`src/rtl/traffic_light_controller.sv`:
```
// Fixed-time two-way intersection sequencer: NS green/yellow/all-red, then EW green/yellow/all-red.
// Moore FSM with a tick prescaler and per-phase dwell counter; lamp drives are registered.
module traffic_light_controller #(
    parameter int unsigned GREEN_TICKS  = 5,
    parameter int unsigned YELLOW_TICKS = 1,
    parameter int unsigned ALLRED_TICKS = 1,
    parameter int unsigned TICK_DIV     = 1
) (
    input  logic       clk,
    input  logic       clr,
    output logic [5:0] lights
);

    localparam int unsigned MAX_GY    = (GREEN_TICKS > YELLOW_TICKS) ? GREEN_TICKS : YELLOW_TICKS;
    localparam int unsigned MAX_DWELL = (MAX_GY > ALLRED_TICKS) ? MAX_GY : ALLRED_TICKS;
    localparam int unsigned CW        = (MAX_DWELL > 1) ? $clog2(MAX_DWELL) : 1;
    localparam int unsigned PW        = (TICK_DIV > 1) ? $clog2(TICK_DIV) : 1;

    localparam logic [5:0] L_NS_GREEN  = 6'b001100;
    localparam logic [5:0] L_NS_YELLOW = 6'b010100;
    localparam logic [5:0] L_ALL_RED   = 6'b100100;
    localparam logic [5:0] L_EW_GREEN  = 6'b100001;
    localparam logic [5:0] L_EW_YELLOW = 6'b100010;

    typedef enum logic [2:0] {
        S0 = 3'd0,
        S1 = 3'd1,
        S2 = 3'd2,
        S3 = 3'd3,
        S4 = 3'd4,
        S5 = 3'd5
    } state_t;

    // Raw state bits are kept so an unused code can be decoded and recovered from.
    logic [2:0]    state_q;
    state_t        state;
    state_t        state_d;
    state_t        state_nxt;
    logic [CW-1:0] cnt_q;
    logic [CW-1:0] cnt_d;
    logic [PW-1:0] pre_q;
    logic [1:0]    sync_q;
    logic          run;
    logic          tick;
    logic          illegal;
    int unsigned   dwell;
    logic [5:0]    lights_d;

    assign state = state_t'(state_q);

    // Release synchroniser: counting is enabled once the second flop has seen clr high.
    always_ff @(posedge clk or negedge clr) begin
        if (!clr) begin
            sync_q <= 2'b00;
        end else begin
            sync_q <= {sync_q[0], 1'b1};
        end
    end

    assign run  = sync_q[1];
    assign tick = run && (pre_q == PW'(TICK_DIV - 1));

    always_ff @(posedge clk or negedge clr) begin
        if (!clr) begin
            pre_q <= '0;
        end else if (run) begin
            pre_q <= tick ? '0 : pre_q + PW'(1);
        end
    end

    function automatic logic [5:0] decode(input state_t s);
        logic [5:0] l;
        l = L_ALL_RED;
        case (s)
            S0:      l = L_NS_GREEN;
            S1:      l = L_NS_YELLOW;
            S2:      l = L_ALL_RED;
            S3:      l = L_EW_GREEN;
            S4:      l = L_EW_YELLOW;
            S5:      l = L_ALL_RED;
            default: l = L_ALL_RED;
        endcase
        return l;
    endfunction

    // Next-state, dwell counter and lamp decode.
    always_comb begin
        state_d   = state;
        cnt_d     = cnt_q;
        state_nxt = S0;
        dwell     = GREEN_TICKS;
        illegal   = 1'b0;
        case (state)
            S0:      begin dwell = GREEN_TICKS;  state_nxt = S1; end
            S1:      begin dwell = YELLOW_TICKS; state_nxt = S2; end
            S2:      begin dwell = ALLRED_TICKS; state_nxt = S3; end
            S3:      begin dwell = GREEN_TICKS;  state_nxt = S4; end
            S4:      begin dwell = YELLOW_TICKS; state_nxt = S5; end
            S5:      begin dwell = ALLRED_TICKS; state_nxt = S0; end
            default: illegal = 1'b1;
        endcase
        if (illegal) begin
            state_d = S2;
            cnt_d   = '0;
        end else if (tick) begin
            if (cnt_q == CW'(dwell - 1)) begin
                state_d = state_nxt;
                cnt_d   = '0;
            end else begin
                cnt_d = cnt_q + CW'(1);
            end
        end
        lights_d = decode(state_d);
    end

    always_ff @(posedge clk or negedge clr) begin
        if (!clr) begin
            state_q <= 3'(S0);
            cnt_q   <= '0;
            lights  <= L_NS_GREEN;
        end else begin
            state_q <= 3'(state_d);
            cnt_q   <= cnt_d;
            lights  <= lights_d;
        end
    end

endmodule

```
`config.mk`:
```
export PLATFORM = sky130hd
export DESIGN_NAME = traffic_light_controller
export DESIGN_NICKNAME = d
export VERILOG_FILES = /design/src/rtl/traffic_light_controller.sv
export SDC_FILE = /design/constraint.sdc
export NUM_CORES = 1
export LEC_CHECK = 0
export ABC_CLOCK_PERIOD_IN_PS = 1450
export CORE_UTILIZATION = 48
export DETAILED_ROUTE_END_ITERATION = 10
export PLACE_DENSITY_LB_ADDON = 0.2
export SLEW_MARGIN = 20
export SYNTH_ARGS = -nofsm -noshare
export SYNTH_HDL_FRONTEND = slang
export SYNTH_SLANG_ARGS = --single-unit
```
`constraint.sdc`:
```
create_clock -name clk -period 1.45 [get_ports clk]
set_clock_uncertainty 0.15 [all_clocks]
set_input_delay 0.29 -clock clk [delete_from_list [all_inputs] [get_ports clk]]
set_output_delay 0.29 -clock clk [all_outputs]
set_load 0.01 [all_outputs]
```
## Yosys cells after proc, flatten, opt, wreduce, memory -nomap -nowiden

Cells that the tools add are included.

- Flip-flop bits (word level): 15
- Bits of input ports: 2
- Output and inout bits: 6
- Word-level logic and storage cells: 34

- Add/subtract/negate cells: 3
- Eq/ne operators: 10
- Mux-type cells: 10
- Bitwise gates (word level): 1
- Reductions and logical operators: 5

Operator list:

| operator | count |
|---|---|
| one-hot mux 6 bit (4 select lines) | 1 |
| two-way mux 3 bit | 7 |
| one-hot mux 3 bit (5 select lines) | 1 |
| == test 3 x 2 -> 1 bit, second input constant | 3 |
| == test 3 bit, second input constant | 3 |
| == test 3 x 1 -> 1 bit, second input constant | 2 |
| zero test 3 bit | 2 |
| OR reduction 6 bit | 1 |
| OR reduction 4 bit | 1 |
| adder 3 x 1 -> 3 bit, second input constant | 1 |
| == test 3 bit | 1 |
| subtractor 3 x 1 -> 3 bit, second input constant | 1 |
| != test 2 x 1 -> 1 bit, second input constant | 1 |
| adder 1 bit, second input constant | 1 |
| logical AND 1 bit | 1 |
| two-way mux 1 bit | 1 |
| NOT 1 bit | 1 |

## Depth between registers and ports, before layout

- Depth after elaboration: 10
- Depth in mapped cells: 7
- Depth with buffers taken out: 6

## Worst setup path before layout

OpenSTA, ideal clock, no wires.

- Kind: register to register
- Start point: register cnt_q[0]
- End point: register lights[5]
- Setup time: 0.121 ns
- Arrival: 1.232 ns
- Slack: -0.053 ns
- Stages on the path, launching flop included: 8
- Buffers on the path: 1
- Clock period less this slack: 1.503 ns
- Path through: dfrtp_1 inv_1 ha_1 buf_2 nand4b_1 nor2_1 xnor2_1 nand2b_1

- Longest elaborated chain between the ends: 6
- Elaborated cells between the ends (all ways): 9
- Those cells by class: 4 x eq/ne; 4 x mux; 1 x reduce/logical

RTL lines:

| what | RTL line | RTL |
|---|---|---|
| start: declaration | 39 | `logic [CW-1:0] cnt_q;` |
| start signal: assignment | 123 | `cnt_q <= cnt_d;` |
| == test 3 bit * | 106 | `if (cnt_q == CW'(dwell - 1)) begin` |
| two-way mux 3 bit * | 106 |  |
| two-way mux 3 bit * | 105 | `end else if (tick) begin` |
| two-way mux 3 bit * | 102 | `if (illegal) begin` |
| == test 3 bit (tied with other cells) | 74 | `case (s)` |
| one-hot mux 6 bit (4 select lines) * | 74 |  |
| via lights_d[5] | 47 | `logic [5:0] lights_d;` |
| end signal: assignment | 124 | `lights <= lights_d;` |
| end: declaration | 11 | `output logic [5:0] lights` |

Mark *: on every way through the listed nets, which the timed path passes. The rest lies on a longest branch.
A chain may end at the register's enable or synchronous reset.

## Worst setup path in the final report

Same ends and word-level chain as after synthesis.

==> metrics.txt <==
R2R Setup Slk 0.02 ns; H-tree depth 1; Async SR Flop Fraction 1.00; Area contributors post-synth dfrtp_1, dfstp_2, xnor2_1, a21oi_1, ha_1; CP Capture Type register; Mapped Cells 74; share of cells above drive strength 1 0.368; status completed; Yosys warning count 0; GR Util All Layers 0.172; Worst Hold Class input port to async pin; Seq/Total Area, Yosys 0.485; Reg power frac 0.350; vias 608; final hold vios 0; min Tclk post-route 1.43 ns; vias in the first global route 542; Ant. Diodes 0; synth cell count leaders dfrtp_1, a21oi_1, nor2_1; Vias/cell 5.48; Initial DRT Pass Iterations 4; Synth-to-Final Area Change 27.9%; Critical Path RT 1.47 ns; Critical Path Fanout Max 5; Final Core Density 0.662; Distinct cells, synth 34; fill cell count 119; clock buffer depth 2; Critical Path AT 1.45 ns; drt first-iter violations 9; post-synth top area cell dfrtp_1; DRC 0; Clock Sinks 15; Final Max Slew Viols 0; Multi-input gate area 385 um^2; Pleak 0.464 nW; Worst-path clk slew 0.09 ns; combinational share of power 0.522; Sw Ratio 0.357; post-synth top area share 0.417; Die Height 42.3 um; register area 379 um^2; port bufs 7; slack of the critical path 0.0177 ns; initial antenna violation count 0; first-pass GRT wire length 2.30 mm; PwrDens 1820 mW/mm^2; Die Wd 42.3 um; TritonCTS buffer count 3; CTS root buf clkbuf_4; CP Launch Type register; pre-CTS setup slack -0.0599 ns; gr ovfl total 0; slowest CP cell dfrtp_1; CTS tree done; DRT Wirelength 1.39 mm; Syn Area/Cell 10.5 um^2; CP peak stage delay 0.40 ns; worst skew pair latency 0.28 ns; final period utilization 0.988; die area 0.00179 mm^2; GP Congestion 0.831; Clock power frac 0.128; Antenna Nets Post-Route 0; Final #Nets 100; RSZ-0062 raised after global routing true; Seq cells post-synth 15; NetSw 0.000649 W; DP HPWL 970 um; hold slack 0.162 ns; Syn Nets 78; critical path class register to register; Post-Syn Area 779 um^2; VDD IR max 985 uV; f_max 698 MHz; row count 14; total core area 0.00151 mm^2; Synth Flop Type dfrtp_1; Setup violations, final 0; cells along the critical path inv_2, ha_4, nand4b_1, nor2_2, xnor2_1, nand2b_1; Starting Density 0.517; EDFF count, synth 0; count leader, synth dfrtp_1; mean routed wirelength per cell 12.5 um; pin count of the biggest net entering global routing 16; Ports 8; P_int 0.00117 W; Max-cap violations 0
final timing paths:
path,start,to,depth (start not counted)
worst min-delay path,clr,pre_q,2
min in group clk,sync_q[0],sync_q[1],0
worst min register to register,sync_q[0],sync_q[1],0
worst max-delay path,cnt_q[0],lights[5],6
max in group asynchronous,clr,lights[2],2
worst max register to register,cnt_q[0],lights[5],6
power groups by stage:
stage / clock network [W] / registers [W] / logic, W
CTS: 0.000241 / 0.000630 / 0.000820
detailed placement: 0 / 0.000642 / 0.000830
global placement: 0 / 0.000638 / 0.000817
finish: 0.000233 / 0.000636 / 0.000947
floorplan: 0 / 0.000651 / 0.000541
global route: 0.000256 / 0.000652 / 0.00104
cell families (layout without fill, tap and decap cells):
logic type                 Yosys count  after routing  synth area share
AOI/OAI and AO/OA                   17             17             0.135
xor gates and xnor gates             5              5            0.0562
adders and majority gates            2              2            0.0321
buffers and inverters                8             29            0.0674
DFF                                 15             15             0.485
other                                1              1           0.00481
and+or+nand+nor                     26             26             0.220
layout make-up:
cell class	instances	share of cell area
Inverter	2	0.00753
Multi-Input combinational cell	51	0.386
Clock buffer	4	0.0263
Tap cell	16	0.0201
Sequential cell	15	0.380
Timing Repair Buffer	23	0.179
metal layers:
layer	up-vias	track usage	share of wire
li1	302	-	-
met4	0	0.0938	0.0086
met2	12	0.268	0.47
met3	2	0.0259	0.027
met1	292	0.230	0.49
met5	-	0	0
flip-flops by register name (all words and copies together), names as in the netlist:
register / count
cnt_q: 3
sync_q: 2
lights: 6
state: 3
pre_q: 1
layout by cell type, fill, tap and decap left out, types with 2 or more instances in the layout:
cell,instances
nand2b_1,3
clkbuf_4,3
nand3b_1,2
dfrtp_1,12
o21ai_0,3
buf_2,2
nor2_1,5
dlygate4sd2_1,4
dfstp_2,2
buf_4,15
a21oi_1,6
xnor2_1,3
nand3_1,3
inv_2,2
nor2b_1,3
critical path, delay by kind of cell (launching register included):
kind,cells,cell delay (ns)
XOR/XNOR,1,0.13
AND/OR/NAND/NOR,3,0.40
flip-flops,1,0.40
buffers and inverters,1,0.08
adder cells (fa/ha/maj),1,0.16
metrics by stage:
step	cells	power, W	TNS (ns)	cell area (um^2)
2_1_floorplan	74	0.00119	-0.00802	788
3_3_place_gp	103	0.00146	-0.0122	917
3_5_place_dp	103	0.00147	-0.108	917
4_1_cts	107	0.00169	0	941
5_1_grt	111	0.00195	-0.187	997
6_report	111	0.00182	0	997
what timing repair did:
action | in CTS | in global routing
endpoints found under the setup margin | 14 | 11
pin swaps | 3 | 3
gates resized for setup | 14 | 9
hold buffers | 0 | 0
setup buffers | 0 | 4
No activity file was read; power rests on OpenSTA's default activity.
